[config.mk]
export PLATFORM = sky130hd
export DESIGN_NAME = load_store_unit
export DESIGN_NICKNAME = d
export VERILOG_FILES = /design/src/rtl/load_store_unit.sv
export SDC_FILE = /design/constraint.sdc
export NUM_CORES = 1
export LEC_CHECK = 0
export BUFFER_PORTS_ARGS = -buffer_cell sky130_fd_sc_hd__buf_4
export CAP_MARGIN = 30
export CELL_PAD_IN_SITES_DETAIL_PLACEMENT = 1
export CELL_PAD_IN_SITES_GLOBAL_PLACEMENT = 1
export CORE_MARGIN = 2
export CORE_UTILIZATION = 25
export CTS_BUF_LIST = sky130_fd_sc_hd__clkbuf_2
export DETAILED_ROUTE_END_ITERATION = 16
export GPL_TIMING_DRIVEN = 1
export PLACE_DENSITY_LB_ADDON = 0.1
export SKIP_CTS_REPAIR_TIMING = 1
export SLEW_MARGIN = 20
export SYNTH_ARGS = -nofsm -noshare
export SYNTH_HDL_FRONTEND = slang
export SYNTH_SLANG_ARGS = --single-unit
[constraint.sdc]
create_clock -name clk -period 2.4 [get_ports clk]
set_clock_uncertainty 0.2 [all_clocks]
set_input_delay 0.48 -clock clk [delete_from_list [all_inputs] [get_ports clk]]
set_output_delay 0.48 -clock clk [all_outputs]
set_load 0.1 [all_outputs]
[src/rtl/load_store_unit.sv]
// load_store_unit: CPU load/store front end for a single-port word-addressed data memory.
//
// A request is accepted in IDLE, then walks a small FSM: IDLE -> RD -> RESP for loads,
// IDLE -> WR -> RESP for word stores, IDLE -> RD -> WR -> RESP for subword stores
// (read-modify-write), and IDLE -> RESP for rejected requests.
//
// Configuration macro: LSU_SUBWORD_EN -- when defined, byte and half accesses are supported;
// when undefined, any byte/half request is rejected as an error.
//
// Ports:
//   clk, reset          clock, asynchronous active-high reset
//   req_valid/req_ready CPU request handshake (ready only in IDLE)
//   req_write           1 = store, 0 = load
//   req_size            00 byte, 01 half, 10 word, 11 reserved
//   req_signed          sign-extend subword loads
//   req_addr            byte address
//   req_wdata           store data, right-aligned
//   rsp_valid           one-cycle completion pulse
//   rsp_rdata           load result (0 for stores and errors), held until next response
//   rsp_error           misaligned / out-of-range / reserved-size request
//   Address             word index to memory
//   writeenable         memory write strobe (sampled by memory on posedge)
//   readenable          memory read strobe (memory drives outdata on negedge)
//   writedata           memory write word
//   outdata             memory read word
module load_store_unit #(
    parameter int unsigned MEM_AW = 8
) (
    input  logic        clk,
    input  logic        reset,
    input  logic        req_valid,
    output logic        req_ready,
    input  logic        req_write,
    input  logic [1:0]  req_size,
    input  logic        req_signed,
    input  logic [31:0] req_addr,
    input  logic [31:0] req_wdata,
    output logic        rsp_valid,
    output logic [31:0] rsp_rdata,
    output logic        rsp_error,
    output logic [31:0] Address,
    output logic        writeenable,
    output logic        readenable,
    output logic [31:0] writedata,
    input  logic [31:0] outdata
);

    localparam logic [1:0] SzByte = 2'b00;
    localparam logic [1:0] SzHalf = 2'b01;
    localparam logic [1:0] SzWord = 2'b10;

    typedef enum logic [1:0] {StIdle, StRd, StWr, StResp} state_e;

    state_e      state_q, state_d;

    // Latched request fields
    logic        write_q, write_d;
    logic [1:0]  size_q, size_d;
    logic        signed_q, signed_d;
    logic [1:0]  off_q, off_d;
    logic [31:0] wdata_q, wdata_d;

    // Registered outputs
    logic [31:0] address_q, address_d;
    logic [31:0] wmem_q, wmem_d;
    logic [31:0] rdata_q, rdata_d;
    logic        error_q, error_d;
    logic        rvalid_q;
    logic        re_q;
    logic        we_q;

    // Request decode
    logic        out_of_range;
    logic        misaligned;
    logic        bad_size;
    logic        req_err;
    logic [31:0] word_idx;

    assign out_of_range = (req_addr >> (MEM_AW + 2)) != 32'd0;
    assign misaligned   = ((req_size == SzHalf) && req_addr[0]) ||
                          ((req_size == SzWord) && (req_addr[1:0] != 2'b00));
`ifdef LSU_SUBWORD_EN
    assign bad_size     = (req_size == 2'b11);
`else
    assign bad_size     = (req_size != SzWord);
`endif
    assign req_err      = out_of_range || misaligned || bad_size;
    assign word_idx     = {{(32 - MEM_AW){1'b0}}, req_addr[MEM_AW+1:2]};

    // Load extraction and store merge operate on the word sampled while leaving RD
    logic [31:0] load_data;
`ifdef LSU_SUBWORD_EN
    logic [4:0]  lane_sh;
    logic [31:0] lane_mask;
    logic [31:0] lane_word;
    logic [31:0] store_merge;

    always_comb begin
        lane_sh   = (size_q == SzHalf) ? {off_q[1], 4'b0000} : {off_q, 3'b000};
        lane_mask = (size_q == SzHalf) ? 32'h0000_FFFF : 32'h0000_00FF;
        lane_word = outdata >> lane_sh;
        case (size_q)
            SzByte:  load_data = {{24{signed_q & lane_word[7]}}, lane_word[7:0]};
            SzHalf:  load_data = {{16{signed_q & lane_word[15]}}, lane_word[15:0]};
            default: load_data = outdata;
        endcase
        store_merge = (outdata & ~(lane_mask << lane_sh)) | ((wdata_q & lane_mask) << lane_sh);
    end
`else
    assign load_data = outdata;

    logic unused_fields;
    assign unused_fields = ^{write_q, size_q, signed_q, off_q, wdata_q};
`endif

    // Next-state and datapath
    always_comb begin
        state_d   = state_q;
        write_d   = write_q;
        size_d    = size_q;
        signed_d  = signed_q;
        off_d     = off_q;
        wdata_d   = wdata_q;
        address_d = address_q;
        wmem_d    = wmem_q;
        rdata_d   = rdata_q;
        error_d   = error_q;

        case (state_q)
            StIdle: begin
                if (req_valid) begin
                    write_d   = req_write;
                    size_d    = req_size;
                    signed_d  = req_signed;
                    off_d     = req_addr[1:0];
                    wdata_d   = req_wdata;
                    address_d = word_idx;
                    if (req_err) begin
                        state_d = StResp;
                        rdata_d = 32'd0;
                        error_d = 1'b1;
                    end else if (req_write && (req_size == SzWord)) begin
                        state_d = StWr;
                        wmem_d  = req_wdata;
                    end else begin
                        state_d = StRd;
                    end
                end
            end
            StRd: begin
`ifdef LSU_SUBWORD_EN
                if (write_q) begin
                    state_d = StWr;
                    wmem_d  = store_merge;
                end else begin
                    state_d = StResp;
                    rdata_d = load_data;
                    error_d = 1'b0;
                end
`else
                state_d = StResp;
                rdata_d = load_data;
                error_d = 1'b0;
`endif
            end
            StWr: begin
                state_d = StResp;
                rdata_d = 32'd0;
                error_d = 1'b0;
            end
            StResp: state_d = StIdle;
            default: state_d = StIdle;
        endcase
    end

    always_ff @(posedge clk or posedge reset) begin
        if (reset) begin
            state_q <= StIdle;
        end else begin
            state_q <= state_d;
        end
    end

    // Strobes are derived from the next state so they are clean registered levels
    always_ff @(posedge clk or posedge reset) begin
        if (reset) begin
            write_q   <= 1'b0;
            size_q    <= 2'b00;
            signed_q  <= 1'b0;
            off_q     <= 2'b00;
            wdata_q   <= 32'd0;
            address_q <= 32'd0;
            wmem_q    <= 32'd0;
            rdata_q   <= 32'd0;
            error_q   <= 1'b0;
            rvalid_q  <= 1'b0;
            re_q      <= 1'b0;
            we_q      <= 1'b0;
        end else begin
            write_q   <= write_d;
            size_q    <= size_d;
            signed_q  <= signed_d;
            off_q     <= off_d;
            wdata_q   <= wdata_d;
            address_q <= address_d;
            wmem_q    <= wmem_d;
            rdata_q   <= rdata_d;
            error_q   <= error_d;
            rvalid_q  <= (state_d == StResp);
            re_q      <= (state_d == StRd);
            we_q      <= (state_d == StWr);
        end
    end

    assign req_ready   = (state_q == StIdle);
    assign rsp_valid   = rvalid_q;
    assign rsp_rdata   = rdata_q;
    assign rsp_error   = error_q;
    assign Address     = address_q;
    assign writeenable = we_q;
    assign readenable  = re_q;
    assign writedata   = wmem_q;

endmodule

==> results by group, run 1 <==
Detailed routing
  – Detail-routed net length per standard cell: around 15 um
  – Drt total wl: around 11,000 um
  – Vias per cell: between 4 and 5
  – DR vias: roughly 3,000
  – Remaining antenna violation count after routing: 0
  – Residual DRC count: 0
  – Drt first-iter violations: slightly above 90
  – Drt first pass iters: 4

Clock network
  – Buffer type at the clock tree root: clkbuf_2
  – Deepest level of the CTS H-tree: 3
  – Clock transition at the register clock pins on the worst setup and hold paths after CTS: between 0.2 and 0.25 ns
  – Clock Path Buffers: 2
  – Number of buffers inserted during clock tree synthesis: 9
  – CTS tree: done
  – Clock sinks: between 70 and 80
  – Insertion delay to the later sink of the worst-skew pair: between 0.5 and 0.6 ns

Global routing
  – Via count of the first global-routing pass: 3,026
  – Grt total ovfl: 0
  – Antenna violations before repair: 0
  – GR Util All Layers: around 14%
  – First-pass GRT wire length: roughly 15,000 um
  – Largest net degree at the start of global routing: 50

Floorplan
  – Core region area: approximately 13,000 um2
  – Number of cell rows: 42
  – Total Die Area: between 10,000 and 15,000 um2
  – Number of top-level design ports: around 200
  – Horizontal die dimension: 120.1 um
  – Y dimension of the die: 120.1 um
  – Starting density of the core: between 20% and 30%

Pwr
  – Leakage power total: between 2 and 3 nW
  – Net switching component of the power: roughly 0.0046 W
  – Sequential cell fraction of total power: roughly 25%
  – Clock group share of total power: between 10% and 20%
  – Power per standard cell area: 1326 nW/um2
  – Combinational share of power: between 60% and 70%
  – Overall Power: approximately 0.0077 W
  – Cell Int Power: between 0.003 and 0.004 W
  – Switching part of the total power: 59.15%
  – Max IR drop VDD: 699.5 uV

Run status
  – Status: finished clean

Placement
  – Placed cell count: 615
  – Detailed Place HPWL: approximately 7000 um
  – PortBufs: between 150 and 200
  – Global placer's final weighted congestion: around 0.70
  – Setup slack after placement: -0.1427 ns

Critical path
  – CP arrival: ~1.6 ns
  – Depth of the worst register-to-register path: 6
  – Crit start category: flop
  – Top delay family on crit path: flip-flops
  – Highest-delay cell along the critical path: dfrtp_1
  – Endpoint required time on the critical path: 1.72 ns
  – Critical path capture point type: output pin
  – Number of gates on the worst path with buffers counted: 3
  – Critical path cell sequence: inv_1 > ha_4 > buf_4
  – Largest fanout on the critical path: 9
  – CP Buf/Inv Count: 2
  – Max incr delay on CP: 0.46 ns
  – Worst setup path category: reg -> out

Logic synthesis
  – Unique cell type count in the Yosys netlist: 27
  – Post-synthesis sequential element count: a little under 80
  – Leading area contributor after synthesis: dfrtp_1
  – Ranking of synthesized cells by area: dfrtp_1 (58%), mux2_1 (9.4%), o2bb2ai_1 (8.3%), buf_4 (6.0%), nand3_1 (4.9%)
  – Cell Area, Synth: between 3000 and 4000 um2
  – Number of warnings printed during yosys synthesis: 0
  – Number of cells produced by synthesis: between 200 and 300
  – Share of the synthesized area in the top cell type: 57.88%
  – Mean post-synth cell area: approximately 13 um2
  – Fraction of the yosys area taken by sequential cells: between 50 and 60%

STA
  – Final-report setup violation count: 0
  – Count of pins over their slew limit: 0
  – Count of endpoints failing hold in the final timing report: 0
  – Post-layout min period: about 2.3 ns
  – Final period util: between 90% and 100%
  – RSZ-0062 raised after global routing: no
  – Setup ws final: about 0.10 ns
  – Post-route worst hold slack: a little over 0.07 ns
  – Aggregate negative setup slack: 0 ns
  – Maximum clock frequency: 435.6 MHz

Worst hold path
  – Worst hold stages: 3
  – Min-delay worst type: in -> reg

Final layout
  – Layout cells sized above 1: a little over two fifths
  – Count of filler cells inserted in the layout: between 1,000 and 1,500
  – Layout overhead on the synthesized area: 72.24%
  – Count of non-filler cells in the finished layout: ~700
  – Count of inserted antenna diode cells: 0
  – Most frequent standard cell in the layout excluding fill and tap cells: buf_4
  – Storage element area: 1952 um2
  – Multi-input combinational cell area: about 1300 um2
  – Number of nets in the finished design: about 630
  – Most frequent cells in the layout: buf_4 (187), dfrtp_1 (78), dlygate4sd3_1 (73)

Run
  – Number of max-capacitance violations reported: 0
[cells by family after synthesis]
logic type,synth area share [%]
adders and majority gates,1.113
buffers and inverters,8.348
AOI/OAI and AO/OA,10.46
muxes,13.65
and+or+nand+nor,8.423
DFF,57.88
other,0.1112
[power groups by stage]
stage	Sequential [W]	Clock, W	Combinational (W)
after CTS	0.00192	0.000880	0.00489
after detailed placement	0.00194	0	0.00489
final	0.00192	0.000831	0.00495
after global routing	0.00198	0.000923	0.00516
after floorplan	0.00461	0	0.00108
after global placement	0.00193	0	0.00487
[per-layer routing]
metal | vias to the layer above | routed length (um) | track usage (%)
met5 | - | 0 | 0
met2 | 135 | 4874 | 20.81
li1 | 1428 | - | -
met3 | 13 | 1023 | 6.702
met1 | 1437 | 4464 | 16.68
met4 | 0 | 177 | 5.956
[cell usage after synthesis (all sizes together)]
cell type  count
a21oi          2
a31o           1
buf           30
clkbuf        11
conb           1
dfrtp         78
ha             3
inv            6
mux2          40
mux2i          1
nand2          4
nand3         33
nand4          1
nor2           4
nor2b          1
nor3           2
nor3b          1
nor4           7
o21a           2
o21ai          3
o21bai         1
o221ai         1
o2bb2ai       32
o31ai          1
[per-stage QoR]
step	utilization [%]	cell area, um2
after floorplan	-	3476
after global placement	37.47	4942
after detailed placement	37.47	4942
after CTS	38.49	5077
after global routing	44.03	5808
final	44.03	5808
[final cells by class]
| class | count | area share, % |
|---|---|---|
| Clock buffer | 10 | 0.8617 |
| Multi-Input combinational cell | 164 | 21.69 |
| Sequential cell | 78 | 33.61 |
| Tap cell | 176 | 3.791 |
| Timing Repair Buffer | 264 | 38.13 |
| Clock inverter | 6 | 1.465 |
| Inverter | 6 | 0.4524 |
[worst paths after layout]
path / start / to / slack (ns)
min in group asynchronous: reset / Address[0] / 0.15
worst max-delay path: flop / req_ready / 0.10
worst min-delay path: req_valid / rsp_error / 0.07
worst min register to register: writedata[27] / writedata[27] / 0.32
max in group asynchronous: reset / readenable / 1.29
worst max register to register: flop / writedata[14] / 0.38
[sequential cells by signal (all words and copies together) (netlist names), named ones only]
register / count
writedata: 32
rsp_valid: 1
rsp_rdata: 32
Address: 8
writeenable: 1
rsp_error: 1
readenable: 1
state_q: 1
[worst register-to-register path: stages, from the launching register on]
cell     delay, ns
dfrtp_1       0.46
inv_1         0.11
ha_4          0.20
nand2_1       0.12
nor4_4        0.26
buf_12        0.24
mux2_1        0.36
No activity file was read; power rests on OpenSTA's default activity.
==> run 2, diff against run 1 <==
Settings changed: ABC_AREA set to 1, CELL_PAD_IN_SITES_DETAIL_PLACEMENT 1 to 0.
==> run 2 against run 1 <==
Clock-buffer cell count up 1. Largest power group unchanged. Routed wire length up 15%. Setup slack better by 0.093 ns. Sequential power about the same. Critical endpoint unchanged. Power up 2.0%. Register-to-register slack better by 0.03 ns. Die area up 18%.
==> results by group, run 2 <==
Logic synthesis
  – Unique cell type count in the Yosys netlist: 26 (-3.7%)
  – Number of warnings printed during yosys synthesis: 0 (unchanged)
  – Mean post-synth cell area: 8.587 um2 (-32%)
  – Mux contribution to synthesized area: 0% (-14 points)
  – Complex-gate fraction of the synthesized area: 0.3752% (-10 points)
  – Dominant register cell in the synthesized netlist: dfrtp_1
  – Fraction of the yosys area taken by sequential cells: 48.78% (-9.1 points)
  – Number of enable flip-flop cells after synthesis: 0 (unchanged)
  – Cell Area, Synth: 4001 um2 (+19%)
  – Main combinational cell family by area after synthesis: simple AND/OR/NAND/NOR gates
  – Most frequent cell after synthesis: nand2_1
  – Most used standard cells in the synthesized netlist: nand2_1 (175), dfrtp_1 (78), nand4_1 (33)
  – Simple logic cell fraction of the synthesized area: 38.71% (+30 points)
  – Share of the synthesized area in the top cell type: 48.78% (-9.1 points)
  – Ranking of synthesized cells by area: dfrtp_1 (49%), nand2_1 (16%), nand3b_1 (6.0%), nand4_1 (5.2%), buf_4 (5.1%)
  – Post-synthesis xor/xnor area fraction: 0% (unchanged)
  – Post-synthesis sequential element count: 78 (unchanged)
  – Leading area contributor after synthesis: dfrtp_1
  – Synth async-reset ratio: 100.0% (unchanged)
  – Number of cells produced by synthesis: 466 (+75%)
  – Adder-cell share of the synthesized area: 0.9381% (-0.18 points)

Clock network
  – Clock Path Buffers: 2 (unchanged)
  – Clock sinks: 78 (unchanged)
  – Clock transition at the register clock pins on the worst setup and hold paths after CTS: 0.21 ns (about the same)
  – Insertion delay to the later sink of the worst-skew pair: 0.53 ns (about the same)
  – CTS tree: done
  – Buffer type at the clock tree root: clkbuf_2
  – Deepest level of the CTS H-tree: 3 (unchanged)
  – Number of buffers inserted during clock tree synthesis: 9 (unchanged)

Pwr
  – Overall Power: 0.007854 W (+2.0%)
  – Cell Int Power: 0.003156 W (+0.36%)
  – Combinational share of power: 65.1% (+0.8 points)
  – Net switching component of the power: 0.004697 W (+3.1%)
  – Power per standard cell area: 1251 nW/um2 (-5.7%)
  – Leakage power total: 3.369 nW (+15%)
  – Clock group share of total power: 10.4% (-0.4 points)
  – Switching part of the total power: 59.81% (+0.66 points)
  – Max IR drop VDD: 576.7 uV (-18%)
  – Sequential cell fraction of total power: 24.5% (-0.4 points)

Critical path
  – CP arrival: 1.52 ns (-0.10 ns)
  – Largest fanout on the critical path: 5 (-4)
  – Crit start category: flop
  – Worst setup path category: reg -> out
  – Max incr delay on CP: 0.44 ns (-0.02 ns)
  – Endpoint required time on the critical path: 1.72 ns (about the same)
  – Critical path capture point type: output pin
  – Highest-delay cell along the critical path: dfrtp_1
  – Top delay family on crit path: flip-flops
  – CP Buf/Inv Count: 2 (unchanged)
  – Critical path cell sequence: inv_1 > ha_4 > buf_12

Final layout
  – Most frequent standard cell in the layout excluding fill and tap cells: buf_4
  – Count of non-filler cells in the finished layout: 932 (+32%)
  – Count of filler cells inserted in the layout: 1,677 (+15%)
  – Most frequent cells in the layout: buf_4 (188), nand2_1 (175), dfrtp_1 (78)
  – Layout cells sized above 1: 35.06% (-7.6 points)
  – Layout overhead on the synthesized area: 56.94%
  – Number of nets in the finished design: 818 (+30%)
  – Count of inserted antenna diode cells: 0 (unchanged)

Placement
  – Detailed Place HPWL: 8300 um (+15%)
  – Setup slack after placement: 0.2800 ns (+0.4227 ns)
  – PortBufs: 178 (unchanged)
  – Global placer's final weighted congestion: 0.7157 (+1.9%)
  – Placed cell count: 846 (+38%)

Floorplan
  – Core region area: 15,770 um2 (+20%)
  – Number of top-level design ports: 204 (unchanged)
  – Starting density of the core: 25.37% (-0.19 points)
  – Horizontal die dimension: 130.5 um (+8.6%)
  – Total Die Area: 17,030 um2 (+18%)
  – Number of cell rows: 46 (+9.5%)
  – Y dimension of the die: 130.5 um (+8.6%)

Run status
  – Status: finished clean

STA
  – Count of endpoints failing hold in the final timing report: 0 (unchanged)
  – Final-report setup violation count: 0 (unchanged)
  – Setup ws final: 0.1980 ns (+0.09349 ns)
  – Final period util: 91.75% (-3.9 points)
  – RSZ-0062 raised after global routing: no
  – Post-layout min period: 2.202 ns (-0.09349 ns)
  – Count of pins over their slew limit: 0 (unchanged)
  – Maximum clock frequency: 454.1 MHz (+4.2%)

Detailed routing
  – DR vias: 3,806 (+26%)
  – Vias per cell: 4.084 (-4.6%)
  – Drt first-iter violations: 96 (+5.5%)
  – Detail-routed net length per standard cell: 13.05 um (-13%)
  – Residual DRC count: 0 (unchanged)
  – Drt first pass iters: 4 (unchanged)
  – Drt total wl: 12,160 um (+15%)
  – Remaining antenna violation count after routing: 0 (unchanged)

Global routing
  – Largest net degree at the start of global routing: 79 (+58%)
  – Antenna violations before repair: 0 (unchanged)
  – Grt total ovfl: 0 (unchanged)
  – First-pass GRT wire length: 18,340 um (+19%)
  – GR Util All Layers: 13.88% (+0.088 points)
  – Via count of the first global-routing pass: 3,623 (+20%)

Run
  – Number of max-capacitance violations reported: 0 (unchanged)

Worst hold path
  – Min-delay worst type: in -> reg
run 2: metal layers:
layer | global-route usage [%] | share of wire [%]
met2 | 22.61 | 49
met5 | 0 | 0
met1 | 16.51 | 43
met3 | 6.759 | 7.8
met4 | 3.504 | 0.76
run 2: power groups by stage:
| stage | sequential (W) | combinational [W] | clock (W) |
|---|---|---|---|
| 2_1_floorplan | 0.00451 | 0.00147 | 0 |
| 3_3_place_gp | 0.00195 | 0.00499 | 0 |
| 3_5_place_dp | 0.00196 | 0.00501 | 0 |
| 4_1_cts | 0.00193 | 0.00501 | 0.000881 |
| 5_1_grt | 0.00198 | 0.00540 | 0.000929 |
| 6_report | 0.00193 | 0.00511 | 0.000819 |
run 2: cell families after synthesis:
group                    count (synthesis)
AND/OR/NAND/NOR                        316
flip-flops                              78
buffers and inverters                   65
AO/OA/AOI/OAI                            3
adder cells (fa/ha/maj)                  3
other                                    1
run 2: worst register-to-register path, cell delays in order (launching register included):
cell	delay, ns
dfrtp_1	0.44
inv_1	0.14
ha_4	0.22
nand2_2	0.17
inv_2	0.16
nand3_4	0.34
nand2_1	0.16
nand2_1	0.06
run 2: final cells by class:
type | count | area (um2) | share of cell area (%)
repair buffers | 261 | 2162 | 34.43
flip-flops and latches | 78 | 1952 | 31.08
multi-input cells | 346 | 1704 | 27.14
well taps | 216 | 270.3 | 4.304
clock inverters | 4 | 72.57 | 1.156
inverters | 16 | 63.81 | 1.016
clock buffers | 11 | 55.05 | 0.8767
run 2: worst paths after layout:
| check | start | endpoint | slack (ns) | cells after the start |
|---|---|---|---|---|
| hold reg to reg | writedata[20] | writedata[20] | 0.30 | 2 |
| min in group asynchronous | reset | Address[3] | 0.38 | 4 |
| setup / recovery | state_q[1] | req_ready | 0.20 | 3 |
| hold / removal | outdata[2] | rsp_rdata[2] | 0.07 | 4 |
| max in group asynchronous | reset | rsp_rdata[9] | 1.25 | 4 |
| setup reg to reg | state_q[1] | writedata[2] | 0.41 | 7 |
run 2: metrics by stage:
step / util (%) / hold WS, ns / TNS (ns) / instance area [um2]
detailed placement: 34.36 / 0.2636 / 0 / 5419
global route: 39.82 / 0.0001162 / 0 / 6280
finish: 39.82 / 0.07458 / 0 / 6280
floorplan: - / 0.3896 / 0 / 4094
global placement: 34.36 / 0.2563 / 0 / 5419
CTS: 35.17 / -0.2403 / -0.07829 / 5547
==> run 3, diff against run 2 <==
Settings changed: CAP_MARGIN 30 to 10.
Clock period 2.4 ns to 1.86 ns, I/O delays scaled along.
==> run 3 against run 2 <==
The run now ends with negative setup slack left. Die area unchanged. Non-clock buffer count up 42. Clock-buffer cell count unchanged. Sequential share of layout area down 4.9 points.
==> results by group, run 3 (synthesis results as in run 2) <==
Critical path
  – CP arrival: 1.49 ns (-0.03 ns)
  – Worst setup path category: reg -> out
  – Largest fanout on the critical path: 4 (-1)
  – Critical path capture point type: output pin
  – Crit start category: flop
  – Highest-delay cell along the critical path: dfrtp_1
  – Endpoint required time on the critical path: 1.29 ns (-0.43 ns)
  – Critical path cell sequence: inv_2 > ha_4 > buf_6 > buf_12
  – Max incr delay on CP: 0.45 ns (about the same)

Final layout
  – Most frequent cells in the layout: nand2_1 (175), buf_4 (142), dfrtp_1 (78)
  – Multi-input combinational cell area: 1713 um2 (+0.51%)
  – Most frequent standard cell in the layout excluding fill and tap cells: nand2_1
  – Layout overhead on the synthesized area: 85.96%
  – Count of filler cells inserted in the layout: 1,562 (-6.9%)
  – Layout cells sized above 1: 38.95% (+3.9 points)
  – Final standard cell utilization of the core: 47.18% (+7.4 points)
  – Count of inserted antenna diode cells: 0 (unchanged)
  – Storage element area: 1952 um2 (unchanged)
  – Number of nets in the finished design: 861 (+5.3%)

Run status
  – Failing checks: negative setup slack
  – Status: finished, violations left

Clock network
  – Insertion delay to the later sink of the worst-skew pair: 0.53 ns (about the same)
  – Deepest level of the CTS H-tree: 3 (unchanged)
  – Clock transition at the register clock pins on the worst setup and hold paths after CTS: 0.21 ns (about the same)
  – Clock sinks: 78 (unchanged)
  – Number of buffers inserted during clock tree synthesis: 9 (unchanged)
  – CTS tree: done
  – Clock Path Buffers: 2 (unchanged)
  – Buffer type at the clock tree root: clkbuf_2

Floorplan
  – Starting density of the core: 25.37% (unchanged)
  – Number of cell rows: 46 (unchanged)
  – Y dimension of the die: 130.5 um (unchanged)
  – Number of top-level design ports: 204 (unchanged)
  – Total Die Area: 17,030 um2 (unchanged)
  – Core region area: 15,770 um2 (unchanged)
  – Horizontal die dimension: 130.5 um (unchanged)

Detailed routing
  – DR vias: 4,023 (+5.7%)
  – Detail-routed net length per standard cell: 13.48 um (+3.3%)
  – Drt first-iter violations: 86 (-10%)
  – Vias per cell: 4.122 (+0.94%)
  – Drt total wl: 13,150 um (+8.2%)
  – Residual DRC count: 0 (unchanged)
  – Remaining antenna violation count after routing: 0 (unchanged)
  – Drt first pass iters: 4 (unchanged)

STA
  – Setup ws final: -0.1972 ns (-0.3952 ns)
  – Final period util: 110.6%
  – Final-report setup violation count: 1 (+1)
  – Post-layout min period: 2.057 ns
  – Aggregate negative setup slack: -0.1972 ns (-0.1972 ns)
  – Count of pins over their slew limit: 0 (unchanged)
  – Worst rel slew slack: between 60% and 70%
  – RSZ-0062 raised after global routing: yes
  – Slew at the pin closest to its max-slew limit: 0.5005 ns
  – Maximum clock frequency: approximately 490 MHz
  – Count of endpoints failing hold in the final timing report: 0 (unchanged)

Global routing
  – Grt total ovfl: 0 (unchanged)
  – First-pass GRT wire length: 18,660 um (+1.7%)
  – Antenna violations before repair: 0 (unchanged)
  – Largest net degree at the start of global routing: 79 (unchanged)
  – Via count of the first global-routing pass: 3,684 (+1.7%)
  – GR Util All Layers: 14.19% (+0.31 points)

Placement
  – Detailed Place HPWL: 8482 um (+2.2%)
  – Global placer's final weighted congestion: 0.7128 (-0.41%)
  – PortBufs: 178 (unchanged)

Pwr
  – Max IR drop VDD: 707.0 uV (+23%)
  – Leakage power total: 3.793 nW (+13%)
  – Power per standard cell area: 1603 nW/um2 (+28%)

Worst hold path
  – Min-delay worst type: in -> reg

Run
  – Number of max-capacitance violations reported: 0 (unchanged)
run 3: cell count changes in the layout (fill, tap and decap cells not counted), sizes merged:
cell and delta:
dlygate4sd3 +2, nor2 +1, buf +40, clkinv +1
run 3: layout make-up:
cell class / count / area share (%)
Clock inverter: 5 / 0.9921
Sequential cell: 78 / 26.23
Multi-Input combinational cell: 347 / 23.02
Clock buffer: 11 / 0.7399
Inverter: 16 / 0.9248
Timing Repair Buffer: 303 / 44.46
Tap cell: 216 / 3.632
run 3: worst max-delay path: cells and delay by family (launching register included):
| kind | cells | cell delay, ns |
|---|---|---|
| flops | 1 | 0.45 |
| fa+ha+maj | 1 | 0.14 |
| buf+inv | 3 | 0.37 |
run 3: final timing paths:
kind                          startpoint            end  slack (ns)  cells past startpoint
max                                 flop      req_ready       -0.20                      4
min                            req_valid  writedata[20]        0.06                      5
max reg2reg                         flop   rsp_rdata[8]        0.08                     10
min reg2reg                rsp_rdata[30]  rsp_rdata[30]        0.32                      2
max in group asynchronous          reset  rsp_rdata[27]        0.81                      4
min in group asynchronous          reset   rsp_rdata[0]        0.28                      4
run 3: routing by layer:
metal	track usage, %	vias to the layer above	wire [um]
met1	17.38	1883	5592
met2	23.28	117	6547
li1	-	2010	-
met3	4.927	13	849
met4	5.069	0	164
met5	0	-	0
run 3: stage by stage:
step           instance area (um2)  cells  setup WS (ns)  total power (W)  hold WS [ns]
2_1_floorplan                 4104    489      0.0009747         0.007745        0.2816
3_3_place_gp                  5637    862        -0.1158         0.009274        0.2567
3_5_place_dp                  5637    862        -0.1615         0.009311        0.2601
4_1_cts                       5766    878        -0.4859          0.01043       -0.3433
5_1_grt                       7441    976        -0.3171          0.01256       0.01491
6_report                      7441    976        -0.1972          0.01193       0.05890
run 3: where the power goes:
group	total [W]	switching, W	internal, W
Combinational	0.00822	0.00536	0.00286
Clock	0.00107	0.000625	0.000448
Sequential	0.00263	0.000458	0.00218
